===== config.mk =====
export PLATFORM = sky130hd
export DESIGN_NAME = warmboot_sequencer_flat
export DESIGN_NICKNAME = d
export VERILOG_FILES = /design/src/rtl/warmboot_sequencer_if.sv /design/src/rtl/warmboot_sequencer.sv /design/src/flat_wrapper.sv
export SDC_FILE = /design/constraint.sdc
export NUM_CORES = 1
export LEC_CHECK = 0
export ABC_AREA = 1
export CAP_MARGIN = 15
export CORE_AREA = 2 2 89 91
export DETAILED_ROUTE_END_ITERATION = 7
export DIE_AREA = 0 0 91 93
export GPL_TIMING_DRIVEN = 1
export PLACE_DENSITY = 0.46
export SLEW_MARGIN = 10
export SYNTH_ARGS = -nofsm -noshare
export SYNTH_HDL_FRONTEND = slang
export SYNTH_SLANG_ARGS = --single-unit
export TNS_END_PERCENT = 50

===== constraint.sdc =====
create_clock -name clk_48mhz -period 4.93 [get_ports clk_48mhz]
set_clock_uncertainty 0.05 [all_clocks]
set_input_delay 0.493 -clock clk_48mhz [delete_from_list [all_inputs] [get_ports clk_48mhz]]
set_output_delay 0.493 -clock clk_48mhz [all_outputs]
set_load 0.03 [all_outputs]

===== src/rtl/warmboot_sequencer_if.sv =====
// rtl/warmboot_sequencer_if.sv - boot request / warmboot control bundle
//
// Purpose: groups the bootloader-facing request signals and the
// pull-up / SB_WARMBOOT control outputs of warmboot_sequencer.
//
// Signals:
//   boot_req      bootloader -> sequencer  boot request (level or pulse)
//   image_sel[1:0] bootloader -> sequencer warmboot image for boot_req
//   usb_activity  bootloader -> sequencer  one-cycle strobe per USB packet
//   pu_en         sequencer  -> board      USB D+ pull-up enable
//   wb_s1, wb_s0  sequencer  -> SB_WARMBOOT image select
//   wb_boot       sequencer  -> SB_WARMBOOT BOOT
//   busy          sequencer  -> board      high outside RUN
//
// Modports:
//   master  request side (bootloader / testbench)
//   slave   the sequencer itself
interface warmboot_sequencer_if;
  logic       boot_req;
  logic [1:0] image_sel;
  logic       usb_activity;
  logic       pu_en;
  logic       wb_s1;
  logic       wb_s0;
  logic       wb_boot;
  logic       busy;

  modport master (
    output boot_req, image_sel, usb_activity,
    input  pu_en, wb_s1, wb_s0, wb_boot, busy
  );

  modport slave (
    input  boot_req, image_sel, usb_activity,
    output pu_en, wb_s1, wb_s0, wb_boot, busy
  );
endinterface


===== src/rtl/warmboot_sequencer.sv =====
// rtl/warmboot_sequencer.sv - USB detach then iCE40 warmboot sequencer
//
// Purpose: accepts a boot request (or an idle auto-boot), drops the USB
// pull-up so the host sees a detach, waits DETACH_CYCLES, presents the
// warmboot image on S1/S0 for one cycle and then raises BOOT, holding it
// until reset.
//
// Ports:
//   clk_48mhz  in   system clock
//   reset      in   synchronous, active-high reset
//   bus        slave modport of warmboot_sequencer_if
//                boot_req, image_sel, usb_activity in
//                pu_en, wb_s1, wb_s0, wb_boot, busy out (all registered)
module warmboot_sequencer #(
  parameter int unsigned DETACH_CYCLES   = 4800000,
  parameter int unsigned AUTOBOOT_CYCLES = 0,
  parameter logic [1:0]  DEFAULT_IMAGE   = 2'b01,
  parameter int unsigned CNT_W           = 32
) (
  input  logic                  clk_48mhz,
  input  logic                  reset,
  warmboot_sequencer_if.slave   bus
);

  typedef enum logic [1:0] {
    ST_RUN    = 2'd0,
    ST_DETACH = 2'd1,
    ST_ARM    = 2'd2,
    ST_FIRE   = 2'd3
  } state_e;

  localparam bit               AUTOBOOT_EN   = (AUTOBOOT_CYCLES != 0);
  localparam logic [CNT_W-1:0] DETACH_LAST   = CNT_W'(DETACH_CYCLES - 1);
  localparam logic [CNT_W-1:0] AUTOBOOT_LAST =
    AUTOBOOT_EN ? CNT_W'(AUTOBOOT_CYCLES - 1) : '0;
  localparam logic [CNT_W-1:0] CNT_MAX       = '1;

  state_e           state_q, state_d;
  // One counter serves as the idle timer in RUN and the detach timer in
  // DETACH; it is cleared on the transition between them.
  logic [CNT_W-1:0] cnt_q, cnt_d;
  logic [1:0]       image_q, image_d;
  logic             pu_en_q, pu_en_d;
  logic             busy_q, busy_d;
  logic [1:0]       wb_s_q, wb_s_d;
  logic             wb_boot_q, wb_boot_d;

  function automatic logic [CNT_W-1:0] sat_inc(input logic [CNT_W-1:0] c);
    return (c == CNT_MAX) ? c : c + CNT_W'(1);
  endfunction

  always_comb begin
    state_d = state_q;
    cnt_d   = cnt_q;
    image_d = image_q;

    case (state_q)
      ST_RUN: begin
        // Priority: explicit request, then activity, then idle expiry.
        if (bus.boot_req) begin
          image_d = bus.image_sel;
          cnt_d   = '0;
          state_d = ST_DETACH;
        end else if (AUTOBOOT_EN) begin
          if (bus.usb_activity) begin
            cnt_d = '0;
          end else if (cnt_q == AUTOBOOT_LAST) begin
            image_d = DEFAULT_IMAGE;
            cnt_d   = '0;
            state_d = ST_DETACH;
          end else begin
            cnt_d = sat_inc(cnt_q);
          end
        end
      end
      ST_DETACH: begin
        // Counter is 0 on the first DETACH cycle, so leaving on
        // DETACH_LAST gives exactly DETACH_CYCLES cycles here.
        if (cnt_q == DETACH_LAST) begin
          state_d = ST_ARM;
        end else begin
          cnt_d = sat_inc(cnt_q);
        end
      end
      ST_ARM: begin
        state_d = ST_FIRE;
      end
      ST_FIRE: begin
        state_d = ST_FIRE;
      end
      default: begin
        state_d = ST_RUN;
      end
    endcase

    // Outputs are decoded from the next state so the registered copies
    // line up with the state they describe (pu_en drops with the first
    // DETACH cycle, S1/S0 appear with ARM, BOOT with FIRE).
    pu_en_d   = (state_d == ST_RUN);
    busy_d    = (state_d != ST_RUN);
    wb_s_d    = ((state_d == ST_ARM) || (state_d == ST_FIRE)) ? image_d : 2'b00;
    wb_boot_d = (state_d == ST_FIRE);
  end

  always_ff @(posedge clk_48mhz) begin
    if (reset) begin
      state_q   <= ST_RUN;
      cnt_q     <= '0;
      image_q   <= 2'b00;
      pu_en_q   <= 1'b1;
      busy_q    <= 1'b0;
      wb_s_q    <= 2'b00;
      wb_boot_q <= 1'b0;
    end else begin
      state_q   <= state_d;
      cnt_q     <= cnt_d;
      image_q   <= image_d;
      pu_en_q   <= pu_en_d;
      busy_q    <= busy_d;
      wb_s_q    <= wb_s_d;
      wb_boot_q <= wb_boot_d;
    end
  end

  assign bus.pu_en   = pu_en_q;
  assign bus.busy    = busy_q;
  assign bus.wb_s1   = wb_s_q[1];
  assign bus.wb_s0   = wb_s_q[0];
  assign bus.wb_boot = wb_boot_q;

endmodule

===== src/flat_wrapper.sv =====
// flat-port wrapper written by rule: the top's interface ports become plain ports
module warmboot_sequencer_flat 
#(
  parameter int unsigned DETACH_CYCLES   = 4800000,
  parameter int unsigned AUTOBOOT_CYCLES = 0,
  parameter logic [1:0]  DEFAULT_IMAGE   = 2'b01,
  parameter int unsigned CNT_W           = 32
)
  (clk_48mhz, reset, bus_boot_req, bus_image_sel, bus_usb_activity, bus_pu_en, bus_wb_s1, bus_wb_s0, bus_wb_boot, bus_busy);
  warmboot_sequencer_if bus_i ();
  input  logic clk_48mhz;
  input  logic reset;
  input wire logic [$bits(bus_i.boot_req)-1:0] bus_boot_req;
  input wire logic [$bits(bus_i.image_sel)-1:0] bus_image_sel;
  input wire logic [$bits(bus_i.usb_activity)-1:0] bus_usb_activity;
  output wire logic [$bits(bus_i.pu_en)-1:0] bus_pu_en;
  output wire logic [$bits(bus_i.wb_s1)-1:0] bus_wb_s1;
  output wire logic [$bits(bus_i.wb_s0)-1:0] bus_wb_s0;
  output wire logic [$bits(bus_i.wb_boot)-1:0] bus_wb_boot;
  output wire logic [$bits(bus_i.busy)-1:0] bus_busy;
  assign bus_i.boot_req = bus_boot_req;
  assign bus_i.image_sel = bus_image_sel;
  assign bus_i.usb_activity = bus_usb_activity;
  assign bus_pu_en = bus_i.pu_en;
  assign bus_wb_s1 = bus_i.wb_s1;
  assign bus_wb_s0 = bus_i.wb_s0;
  assign bus_wb_boot = bus_i.wb_boot;
  assign bus_busy = bus_i.busy;
  warmboot_sequencer #(.DETACH_CYCLES(DETACH_CYCLES), .AUTOBOOT_CYCLES(AUTOBOOT_CYCLES), .DEFAULT_IMAGE(DEFAULT_IMAGE), .CNT_W(CNT_W)) u_core (.clk_48mhz(clk_48mhz), .reset(reset), .bus(bus_i));
endmodule

==> results of run 1 <==
[registers in the layout, summed over array words and instances, names as in the netlist]
name / flops
u_core.state_q: 2
u_core.image_q: 2
u_core.bus.pu_en: 1
u_core.wb_s_q: 2
u_core.bus.busy: 1
u_core.bus.wb_boot: 1
u_core.cnt_q: 32
[placed cells by master, fill, tap and decap left out, types with 5 or more instances in the layout]
cell type / Yosys / final
sky130_fd_sc_hd__nand2_1: 157 / 157
sky130_fd_sc_hd__dfxtp_1: 41 / 41
sky130_fd_sc_hd__clkdlybuf4s50_1: 0 / 9
sky130_fd_sc_hd__xnor2_1: 7 / 7
sky130_fd_sc_hd__nand3_1: 30 / 30
sky130_fd_sc_hd__inv_1: 37 / 37
sky130_fd_sc_hd__a21oi_2: 10 / 10
sky130_fd_sc_hd__a21oi_1: 22 / 22
sky130_fd_sc_hd__buf_4: 0 / 5
sky130_fd_sc_hd__clkbuf_8: 0 / 5
sky130_fd_sc_hd__nor2_1: 85 / 85
[final cells by class]
class,instances,share of cell area
Multi-Input combinational cell,339,0.541
Sequential cell,41,0.289
Inverter,37,0.0490
Timing Repair Buffer,14,0.0450
Tap cell,102,0.0450
Clock buffer,5,0.0243
Clock inverter,3,0.00618
[worst max path at each step]
stage / depth (start not counted) / end / slack, ns
finish: 9 / u_core.cnt_q[7] / 2.71
global route: 9 / u_core.cnt_q[18] / 2.44
global placement: 9 / u_core.cnt_q[7] / 2.67
floorplan: 11 / u_core.cnt_q[5] / 3.20
detailed placement: 9 / u_core.cnt_q[7] / 2.70
CTS: 9 / u_core.cnt_q[7] / 2.68
[where the power goes]
part           internal (mW)  switching (mW)  total (mW)
combinational         0.0157          0.0377      0.0534
sequential             0.335         0.00284       0.338
clock                 0.0980           0.128       0.226
total                  0.449           0.169       0.618
[per-stage QoR]
stage | area [um^2] | util | std cells | hold slack [ns]
floorplan | 2560 | - | 429 | 0.408
global placement | 2750 | 0.365 | 533 | 0.436
detailed placement | 2750 | 0.365 | 533 | 0.438
CTS | 2840 | 0.377 | 541 | 0.450
global route | 2840 | 0.377 | 541 | 0.478
finish | 2840 | 0.377 | 541 | 0.445
[cells by family (layout without fill, tap and decap cells)]
logic type,Yosys count,after routing,synth area share
flip-flops,41,41,0.320
buffers and inverters,49,59,0.0815
AO/OA/AOI/OAI,39,39,0.0946
AND/OR/NAND/NOR,290,290,0.468
XOR/XNOR,9,9,0.0307
adder cells (fa/ha/maj),1,1,0.00488
[metal layers]
layer / global-route usage / vias up / share of wire
met2: 0.299 / 28 / 0.45
met1: 0.228 / 1112 / 0.51
met5: 0 / - / 0
met3: 0.0282 / 11 / 0.024
li1: - / 1355 / -
met4: 0.0543 / 0 / 0.020
[worst register-to-register path: stages, from the launching register on]
cell,delay (ns)
sky130_fd_sc_hd__dfxtp_1,0.33
sky130_fd_sc_hd__inv_1,0.04
sky130_fd_sc_hd__nor2_1,0.44
sky130_fd_sc_hd__buf_4,0.29
sky130_fd_sc_hd__nand3_1,0.09
sky130_fd_sc_hd__nor2_1,0.17
sky130_fd_sc_hd__nand3_2,0.13
sky130_fd_sc_hd__nand3_4,0.35
sky130_fd_sc_hd__nand2_1,0.13
sky130_fd_sc_hd__a21oi_2,0.14
==> impl_summary.txt, run 1 <==
----------------------------------------------------
[Setup path]
  Crit. Startpoint ... u_core.state_q[0]
  Buffers & Inverters on Critical Path ... 2
  Required time reported for the critical path endpoint ... ~5.1 ns
  CP most frequent cell ... sky130_fd_sc_hd__nor2_1
  Reg-to-reg critical path endpoint ... u_core.cnt_q[7]
  Cell count of the worst reg-to-reg path ... 9
  Startpoint of the worst register-to-register path ... u_core.state_q[0]
  Worst-path maximum fanout ... 33
  Worst path max stage delay ... 0.44 ns
  Kind of cell adding the most delay to the critical path ... simple AND/OR/NAND/NOR gates
  Crit path DAT ... 2.39 ns
  Kind of end point of the critical path ... register
  Worst path cell trace ... inv_1 -> nor2_1 -> buf_4 -> nand3_1 -> nor2_1 -> nand3_2 -> nand3_4 -> nand2_1 -> a21oi_2
  Setup crit start kind ... register
  Type of the worst setup path ... reg -> reg
  Worst R2R Setup Slack ... 2.71 ns
  Cell type of the slowest stage on the worst timing path ... sky130_fd_sc_hd__nor2_1

[Floorplan]
  Total Die Area ... 8460 um^2
  Height of the die ... 93 um
  Boundary pin count ... 11
  Initial standard-cell utilization of the core ... 0.341
  Floorplan Core Area ... 7530 um^2
  Cell Rows ... 32
  Horizontal die dimension ... 91 um

[Synth]
  Count of cell types in the netlist ... 28
  Cell type with the largest total area after synthesis ... sky130_fd_sc_hd__dfxtp_1
  Per-instance average area after synthesis ... 5.98 um^2
  Proportion of register bits with asynchronous set or reset after synthesis ... 0
  Cell types occupying the most area after synthesis ... sky130_fd_sc_hd__dfxtp_1 32%, sky130_fd_sc_hd__nand2_1 23%, sky130_fd_sc_hd__nor2_1 12%
  Portion of the post-synthesis area used by sequential elements ... 0.320
  Netlist Area Pre-Place ... 2560 um^2
  List of most frequent post-synthesis cells ... 157 x sky130_fd_sc_hd__nand2_1, 85 x sky130_fd_sc_hd__nor2_1, 41 x sky130_fd_sc_hd__dfxtp_1
  Yosys top cell area share ... 0.320
  Flops & latches, synth ... 41
  Most numerous cell in the Yosys netlist ... sky130_fd_sc_hd__nand2_1
  Number of instances in the synthesized netlist ... 429
  Synth warn ... 0
  Number of enable-type register cells in the synthesized netlist ... 0
  Prevailing post-synth register cell ... sky130_fd_sc_hd__dfxtp_1
  Post-Synthesis Net Count ... 436

[Timing]
  RSZ-0062 raised after global routing ... false
  Pin slew with the least headroom to its limit ... 0.804 ns
  TNS Setup ... 0 ns
  Post-route fraction of the period consumed by the critical path ... 0.450
  Least setup slack across all paths after layout ... roughly 2.7 ns
  Final number of setup-violating endpoints ... 0
  Max-slew headroom ... 0.462
  Maximum frequency from static timing analysis ... 451 MHz
  Shortest period the worst path allows ... 2.22 ns
  Count of final max-slew check failures ... 0
  Final Hold Vio Count ... 0

[Power]
  Power consumption ... 618 uW
  VDD IR-drop max ... slightly above 90 uV
  Leak pwr ... ~0.97 nW
  Total power divided by cell area ... between 200 and 250 nW/um^2

[Clock network]
  Post-cts gate resize count ... 0
  Clock tree sinks ... just over 40
  Clk_lat worst skew ... 0.30 ns
  Total clock buffers created by CTS ... 5
  Post-CTS Repair Setup Buffers ... 0
  H-tree depth ... 2
  Clk buf depth ... 2
  Clock tree from TritonCTS ... built
  Clock Root Buffer ... sky130_fd_sc_hd__clkbuf_8
  Quantity of hold-fixing buffers added after cts ... 0
  Clock transition at the registers of the reported paths ... roughly 0.090 ns

[Global route]
  Vias in the first global route ... 2325
  Pin count of the biggest net entering global routing ... 34
  First-pass GRT wire length ... 11800 um
  Number of antenna violations at the first check in global routing ... 0
  GRT Resource Usage Total ... 0.175
  Remaining global-route overflow ... 0

[Final layout]
  Footprint of the flip-flops and latches ... 821 um^2
  Total Nets Final ... 445
  Footprint of the multi-input gates ... between 1500 and 2000 um^2
  Total inserted antenna cells ... 0
  Share of cells above drive strength 1 ... 0.0820
  Area delta synth->final ... 10.6%
  # fillers ... 874

[Detailed routing]
  1st-iter DRT viols ... 86
  Initial DRT Pass Iterations ... 4
  Routed via count ... between 2k and 3k
  Vias/cell ... roughly 4.6
  Post-route ant nets ... 0
  Routed length per instance ... 12.8 um
  Drt drc ... 0
  Total length of routed wires ... 6920 um

[Hold path]
  Hold Crit Start ... u_core.image_q[0]
  Worst Hold Path Cells ... 2
  Class of the tightest hold or removal check ... reg -> reg
  Hold-critical path endpoint ... u_core.image_q[0]

[Run]
  Maxcap violations ... 0

[Run status]
  Run status ... finished clean

[Placed design]
  Post-detail-place hpwl ... 5240 um
  GPL Wtd Cong ... 0.904
  Number of buffers added on ports ... 9
  Worst setup slack before clock tree synthesis ... 2.70 ns

----------------------------------------------------
Note: power is estimated with default switching activity, not from simulation.
==> inputs of run 2 (changes only) <==
--- a/config.mk
+++ b/config.mk
@@ -11,7 +11,7 @@
 export DETAILED_ROUTE_END_ITERATION = 7
 export DIE_AREA = 0 0 91 93
 export GPL_TIMING_DRIVEN = 1
-export PLACE_DENSITY = 0.46
+export PLACE_DENSITY = 0.48
 export SLEW_MARGIN = 10
 export SYNTH_ARGS = -nofsm -noshare
 export SYNTH_HDL_FRONTEND = slang
==> constraint.sdc (replaced) <==
create_clock -name clk_48mhz -period 2 [get_ports clk_48mhz]
set_clock_uncertainty 0.05 [all_clocks]
set_input_delay 0.2 -clock clk_48mhz [delete_from_list [all_inputs] [get_ports clk_48mhz]]
set_output_delay 0.2 -clock clk_48mhz [all_outputs]
set_load 0.03 [all_outputs]
==> impl_summary.txt, run 2 (synthesized netlist as in run 1, its figures left out) <==
----------------------------------------------------
[Setup path]
  Required time reported for the critical path endpoint ... 2.13 ns (-2.98 ns)
  Startpoint of the worst register-to-register path ... u_core.cnt_q[1]
  Cell count of the worst reg-to-reg path ... 10 (+1)
  Kind of cell adding the most delay to the critical path ... simple AND/OR/NAND/NOR gates
  Buffers & Inverters on Critical Path ... 3 (+1)
  Cell type of the slowest stage on the worst timing path ... sky130_fd_sc_hd__dfxtp_1
  Worst path max stage delay ... 0.38 ns (-0.06 ns)
  Reg-to-reg critical path endpoint ... u_core.cnt_q[12]
  Worst R2R Setup Slack ... 0.18 ns (-2.53 ns)
  Setup crit start kind ... register
  Worst-path maximum fanout ... 5 (-85%)
  Kind of end point of the critical path ... register
  Type of the worst setup path ... reg -> reg
  Worst path cell trace ... ha_1 -> inv_1 -> nor2_4 -> buf_4 -> inv_1 -> nor2_1 -> xnor2_1 -> nor2_1 -> nand2_1 -> a21oi_1
  Crit path DAT ... 1.96 ns (-0.43 ns)

[Timing]
  Worst hold slack ... 0.437 ns (-0.00736 ns)
  TNS Setup ... 0 ns (unchanged)
  Max-slew headroom ... 0.724 (+0.262)
  Pin slew with the least headroom to its limit ... 0.412 ns (-0.392 ns)
  RSZ-0062 raised after global routing ... false
  Shortest period the worst path allows ... 1.82 ns (-0.397 ns)
  Final number of setup-violating endpoints ... 0 (unchanged)
  Least setup slack across all paths after layout ... 0.178 ns (-2.53 ns)
  Maximum frequency from static timing analysis ... 549 MHz (+22%)
  Post-route fraction of the period consumed by the critical path ... 0.911 (+0.461)
  Final Hold Vio Count ... 0 (unchanged)
  Count of final max-slew check failures ... 0 (unchanged)

[Global route]
  First-pass GRT wire length ... 12000 um (+1.7%)
  Vias in the first global route ... 2397 (+3.1%)
  Pin count of the biggest net entering global routing ... 21 (-38%)
  GRT Resource Usage Total ... 0.179 (+0.00395)
  Number of antenna violations at the first check in global routing ... 0 (unchanged)
  Remaining global-route overflow ... 0 (unchanged)

[Power]
  Net Switching ... 417 uW (+150%)
  Leak pwr ... 1.07 nW (+9.6%)
  Logic gate share of total power ... 0.093 (+0.007)
  VDD IR-drop max ... 227 uV (+150%)
  Proportion of total power due to net switching ... 0.244 (-0.0292)
  Internal power component ... 1.29 mW (+190%)
  Reg power frac ... 0.487 (-0.061)
  Total power divided by cell area ... 571 nW/um^2 (+160%)
  Clock network fraction of design power ... 0.420 (+0.054)

[Final layout]
  Leading cell types in the layout, fill and taps excluded ... 157 x sky130_fd_sc_hd__nand2_1, 85 x sky130_fd_sc_hd__nor2_1, 41 x sky130_fd_sc_hd__dfxtp_1
  Footprint of the flip-flops and latches ... 821 um^2 (unchanged)
  Most common cell after layout, fill and taps aside ... sky130_fd_sc_hd__nand2_1
  Total Nets Final ... 457 (+2.7%)
  Max reg flops ... 32 (unchanged)
  Footprint of the multi-input gates ... 1540 um^2 (unchanged)
  Register with the most flip-flops ... u_core.cnt_q
  # fillers ... 873 (-0.11%)
  Fin area ... 3000 um^2 (+5.7%)
  Area delta synth->final ... 16.9%
  Count of placed standard cells in the final layout, fillers left out ... 553 (+2.2%)
  Total inserted antenna cells ... 0 (unchanged)
  Share of cells above drive strength 1 ... 0.104 (+0.0222)

[Detailed routing]
  1st-iter DRT viols ... 148 (+72%)
  Initial DRT Pass Iterations ... 4 (unchanged)
  Routed via count ... 2495 (-0.44%)
  Routed length per instance ... 13.0 um (+1.6%)
  Total length of routed wires ... 7190 um (+3.9%)
  Post-route ant nets ... 0 (unchanged)
  Drt drc ... 0 (unchanged)
  Vias/cell ... 4.51 (-2.6%)

[Run status]
  Run status ... finished clean

[Clock network]
  H-tree depth ... 2 (unchanged)
  Clk buf depth ... 2 (unchanged)
  Clock tree from TritonCTS ... built
  Clock tree sinks ... 41 (unchanged)
  Post-CTS Repair Setup Buffers ... 0 (unchanged)
  Clock Root Buffer ... sky130_fd_sc_hd__clkbuf_8
  Total clock buffers created by CTS ... 5 (unchanged)
  Clock transition at the registers of the reported paths ... 0.09 ns (about the same)
  Clk_lat worst skew ... 0.30 ns (about the same)

[Hold path]
  Hold Crit Start ... u_core.image_q[1]
  Worst Hold Path Cells ... 2 (unchanged)
  Hold-critical path endpoint ... u_core.image_q[1]
  Class of the tightest hold or removal check ... reg -> reg

[Floorplan]
  Height of the die ... 93 um (unchanged)
  Cell Rows ... 32 (unchanged)
  Floorplan Core Area ... 7530 um^2 (unchanged)
  Initial standard-cell utilization of the core ... 0.341 (unchanged)
  Total Die Area ... 8460 um^2 (unchanged)
  Boundary pin count ... 11 (unchanged)
  Horizontal die dimension ... 91 um (unchanged)

[Placed design]
  Number of buffers added on ports ... 9 (unchanged)
  Post-detail-place hpwl ... 5480 um (+4.5%)
  GPL Wtd Cong ... 0.956 (+5.8%)
  Worst setup slack before clock tree synthesis ... 0.170 ns (-2.53 ns)
  Placed Area ... 2880 um^2 (+4.6%)
  Cell Count Post-Placement ... 545 (+2.3%)

[Run]
  Maxcap violations ... 0 (unchanged)

----------------------------------------------------
run 2: area by class of cell:
cell class                      instances  share of cell area
Clock inverter                          1              0.0100
Inverter                               37              0.0463
Multi-Input combinational cell        339               0.512
Timing Repair Buffer                   26              0.0864
Sequential cell                        41               0.274
Tap cell                              102              0.0426
Clock buffer                            7              0.0288
run 2: worst register-to-register path, stage by stage, from the launching register on:
cell,delay (ns)
sky130_fd_sc_hd__dfxtp_1,0.38
sky130_fd_sc_hd__ha_1,0.19
sky130_fd_sc_hd__inv_1,0.08
sky130_fd_sc_hd__nor2_4,0.14
sky130_fd_sc_hd__buf_4,0.15
sky130_fd_sc_hd__inv_1,0.04
sky130_fd_sc_hd__nor2_1,0.33
sky130_fd_sc_hd__xnor2_1,0.17
sky130_fd_sc_hd__nor2_1,0.05
sky130_fd_sc_hd__nand2_1,0.07
sky130_fd_sc_hd__a21oi_1,0.05
run 2: worst max-delay path by stage:
stage	end	startpoint	cells past startpoint	slack, ns
floorplan	u_core.cnt_q[5]	u_core.cnt_q[0]	11	0.27
global placement	u_core.cnt_q[7]	u_core.cnt_q[1]	10	0.21
detailed placement	u_core.cnt_q[7]	u_core.cnt_q[1]	10	0.17
CTS	u_core.cnt_q[7]	u_core.cnt_q[1]	10	0.15
global route	u_core.cnt_q[29]	u_core.cnt_q[2]	10	0.0002
finish	u_core.cnt_q[12]	u_core.cnt_q[1]	10	0.18
run 2: power groups by stage:
| stage | sequential, mW | clock, mW | combinational, mW |
|---|---|---|---|
| 2_1_floorplan | 0.858 | 0 | 0.0899 |
| 3_3_place_gp | 0.851 | 0 | 0.161 |
| 3_5_place_dp | 0.852 | 0 | 0.161 |
| 4_1_cts | 0.833 | 0.746 | 0.162 |
| 5_1_grt | 0.834 | 0.774 | 0.176 |
| 6_report | 0.832 | 0.718 | 0.160 |
run 2: repair_timing:
item	CTS	global route
endpoints found under the hold margin	0	0
setup endpoints to repair	0	8
resized for setup	0	1
hold buffers	0	0
run 2: stage by stage:
stage           util  power (mW)
6_report       0.398        1.71
5_1_grt        0.398        1.78
4_1_cts        0.398        1.74
3_5_place_dp   0.382        1.01
3_3_place_gp   0.382        1.01
2_1_floorplan      -       0.947
run 2: per-layer routing:
metal | share of wire | vias to the layer above | GRT usage
met2 | 0.43 | 27 | 0.287
met4 | 0.0090 | 0 | 0.0354
met1 | 0.53 | 1092 | 0.256
met5 | 0 | - | 0
met3 | 0.028 | 5 | 0.0290
li1 | - | 1371 | -
==> inputs of run 3 (changes only) <==
==> constraint.sdc (replaced) <==
create_clock -name clk_48mhz -period 1.5 [get_ports clk_48mhz]
set_clock_uncertainty 0.05 [all_clocks]
set_input_delay 0.15 -clock clk_48mhz [delete_from_list [all_inputs] [get_ports clk_48mhz]]
set_output_delay 0.15 -clock clk_48mhz [all_outputs]
set_load 0.1 [all_outputs]
==> impl_summary.txt, run 3 (synthesized netlist as in run 1, its figures left out) <==
----------------------------------------------------
[Run status]
  Run status ... finished with violations
  Violated checks ... negative setup slack

[Clock network]
  Total clock buffers created by CTS ... 5 (unchanged)
  Clk_lat worst skew ... 0.29 ns (about the same)
  Quantity of hold-fixing buffers added after cts ... 0 (unchanged)
  Clock transition at the registers of the reported paths ... 0.08 ns (about the same)
  H-tree depth ... 2 (unchanged)
  Clk buf depth ... 2 (unchanged)
  Clock tree sinks ... 41 (unchanged)
  Clock Root Buffer ... sky130_fd_sc_hd__clkbuf_8
  Clock tree from TritonCTS ... built

[Global route]
  Number of antenna violations at the first check in global routing ... 0 (unchanged)
  Remaining global-route overflow ... 0 (unchanged)
  GRT Resource Usage Total ... 0.190 (+0.0108)
  Vias in the first global route ... 2572 (+7.3%)
  Pin count of the biggest net entering global routing ... 21 (unchanged)
  First-pass GRT wire length ... 12700 um (+6.2%)

[Hold path]
  Class of the tightest hold or removal check ... reg -> reg

[Placed design]
  GPL Wtd Cong ... 0.850 (-11%)
  Placed Area ... 3420 um^2 (+19%)
  Post-detail-place hpwl ... 5950 um (+8.6%)
  Number of buffers added on ports ... 9 (unchanged)
  Cell Count Post-Placement ... 608 (+12%)

[Timing]
  Max-slew headroom ... 0.783 (+0.0588)
  Least setup slack across all paths after layout ... -0.135 ns (-0.313 ns)
  Final Hold Vio Count ... 0 (unchanged)
  Pin slew with the least headroom to its limit ... 0.324 ns (-0.0879 ns)
  TNS Setup ... -3.26 ns (-3.26 ns)
  Final number of setup-violating endpoints ... 32 (+32)
  Shortest period the worst path allows ... 1.63 ns (-0.187 ns)
  Count of final max-slew check failures ... 0 (unchanged)
  RSZ-0062 raised after global routing ... true
  Post-route fraction of the period consumed by the critical path ... 1.09 (+0.179)
  Maximum frequency from static timing analysis ... 612 MHz (+11%)

[Floorplan]
  Horizontal die dimension ... 91 um (unchanged)
  Height of the die ... 93 um (unchanged)
  Cell Rows ... 32 (unchanged)
  Initial standard-cell utilization of the core ... 0.341 (unchanged)
  Floorplan Core Area ... 7530 um^2 (unchanged)
  Boundary pin count ... 11 (unchanged)
  Total Die Area ... 8460 um^2 (unchanged)

[Detailed routing]
  Routed length per instance ... 13.1 um (+1.2%)
  1st-iter DRT viols ... 146 (-1.4%)
  Post-route ant nets ... 0 (unchanged)
  Total length of routed wires ... 8200 um (+14%)
  Routed via count ... 2852 (+14%)
  Vias/cell ... 4.57 (+1.3%)
  Drt drc ... 0 (unchanged)
  Initial DRT Pass Iterations ... 4 (unchanged)

[Setup path]
  Buffers & Inverters on Critical Path ... 2 (-1)
  Setup crit start kind ... register
  Worst path max stage delay ... 0.37 ns (about the same)
  Required time reported for the critical path endpoint ... 1.68 ns (-0.45 ns)
  Kind of end point of the critical path ... register
  Worst-path maximum fanout ... 10 (+5)
  Cell type of the slowest stage on the worst timing path ... sky130_fd_sc_hd__dfxtp_4
  Type of the worst setup path ... reg -> reg
  Crit path DAT ... 1.81 ns (-0.15 ns)
  Kind of cell adding the most delay to the critical path ... simple AND/OR/NAND/NOR gates
  Worst path cell trace ... ha_4 -> inv_4 -> nor2_4 -> nand2_4 -> nor2_2 -> nand2_2 -> nand2_2 -> nor2_4 -> clkbuf_16 -> nand2_1 -> a21oi_1

[Final layout]
  Register with the most flip-flops ... u_core.cnt_q
  Fin area ... 3820 um^2 (+27%)
  Total Nets Final ... 528 (+16%)
  Total inserted antenna cells ... 0 (unchanged)
  Share of cells above drive strength 1 ... 0.368 (+0.264)
  Most common cell after layout, fill and taps aside ... sky130_fd_sc_hd__nand2_1
  Count of placed standard cells in the final layout, fillers left out ... 624 (+13%)
  Leading cell types in the layout, fill and taps excluded ... 144 x sky130_fd_sc_hd__nand2_1, 81 x sky130_fd_sc_hd__buf_4, 63 x sky130_fd_sc_hd__nor2_1
  Area delta synth->final ... 48.8%
  Max reg flops ... 32 (unchanged)

[Power]
  Leak pwr ... 1.49 nW (+40%)
  Power consumption ... 2.16 mW (+26%)
  Total power divided by cell area ... 566 nW/um^2 (-0.72%)
  VDD IR-drop max ... 390 uV (+72%)

[Run]
  Maxcap violations ... 0 (unchanged)

----------------------------------------------------
-- run 3: worst register-to-register path: cells and delay by family, from the launching register on --
kind	cells	cell delay, ns
compound gates	1	0.12
fa+ha+maj	1	0.17
buf+inv	2	0.27
flops	1	0.37
simple gates	7	0.60
-- run 3: final timing paths --
path / depth (start not counted) / start / end / slack, ns
setup / recovery: 11 / u_core.cnt_q[1] / u_core.cnt_q[19] / -0.13
hold / removal: 2 / u_core.cnt_q[25] / u_core.cnt_q[25] / 0.43
setup reg to reg: 11 / u_core.cnt_q[1] / u_core.cnt_q[19] / -0.13
hold reg to reg: 2 / u_core.cnt_q[25] / u_core.cnt_q[25] / 0.43
-- run 3: timing repair --
item                       4_1_cts  5_1_grt
gates resized for setup         11       67
buffers inserted                 2        3
cloned                           0        3
setup endpoints to repair       32       34
pin swaps                        1       11
-- run 3: cell type report --
| class | instances | area (um^2) |
|---|---|---|
| Sequential cell | 41 | 858 |
| Multi-Input combinational cell | 339 | 1710 |
| Clock inverter | 2 | 10.0 |
| Fill cell | 817 | 3710 |
| Timing Repair Buffer | 97 | 895 |
| Inverter | 37 | 141 |
| Clock buffer | 6 | 72.6 |
| Tap cell | 102 | 128 |
-- run 3: through the flow --
| stage | hold slack (ns) | worst slack [ns] | utilization |
|---|---|---|---|
| final | 0.431 | -0.135 | 0.507 |
| after global placement | 0.429 | -0.155 | 0.454 |
| after floorplan | 0.279 | -0.00357 | - |
| after CTS | 0.449 | -0.135 | 0.471 |
| after detailed placement | 0.433 | -0.157 | 0.454 |
| after global routing | 0.453 | -0.228 | 0.507 |
-- run 3: power by group --
| part | switching, mW | internal, mW | leakage (nW) |
|---|---|---|---|
| logic | 0.188 | 0.148 | 1.10 |
| clock network | 0.394 | 0.323 | 0.0450 |
| registers | 0.0119 | 1.10 | 0.343 |
-- run 3: layer usage --
metal  wire length, um  vias up  track usage
met5                 0        -            0
met4                23        0       0.0379
met3               170        2       0.0266
met2              3950       25        0.319
met1              4060     1304        0.261
li1                  -     1521            -
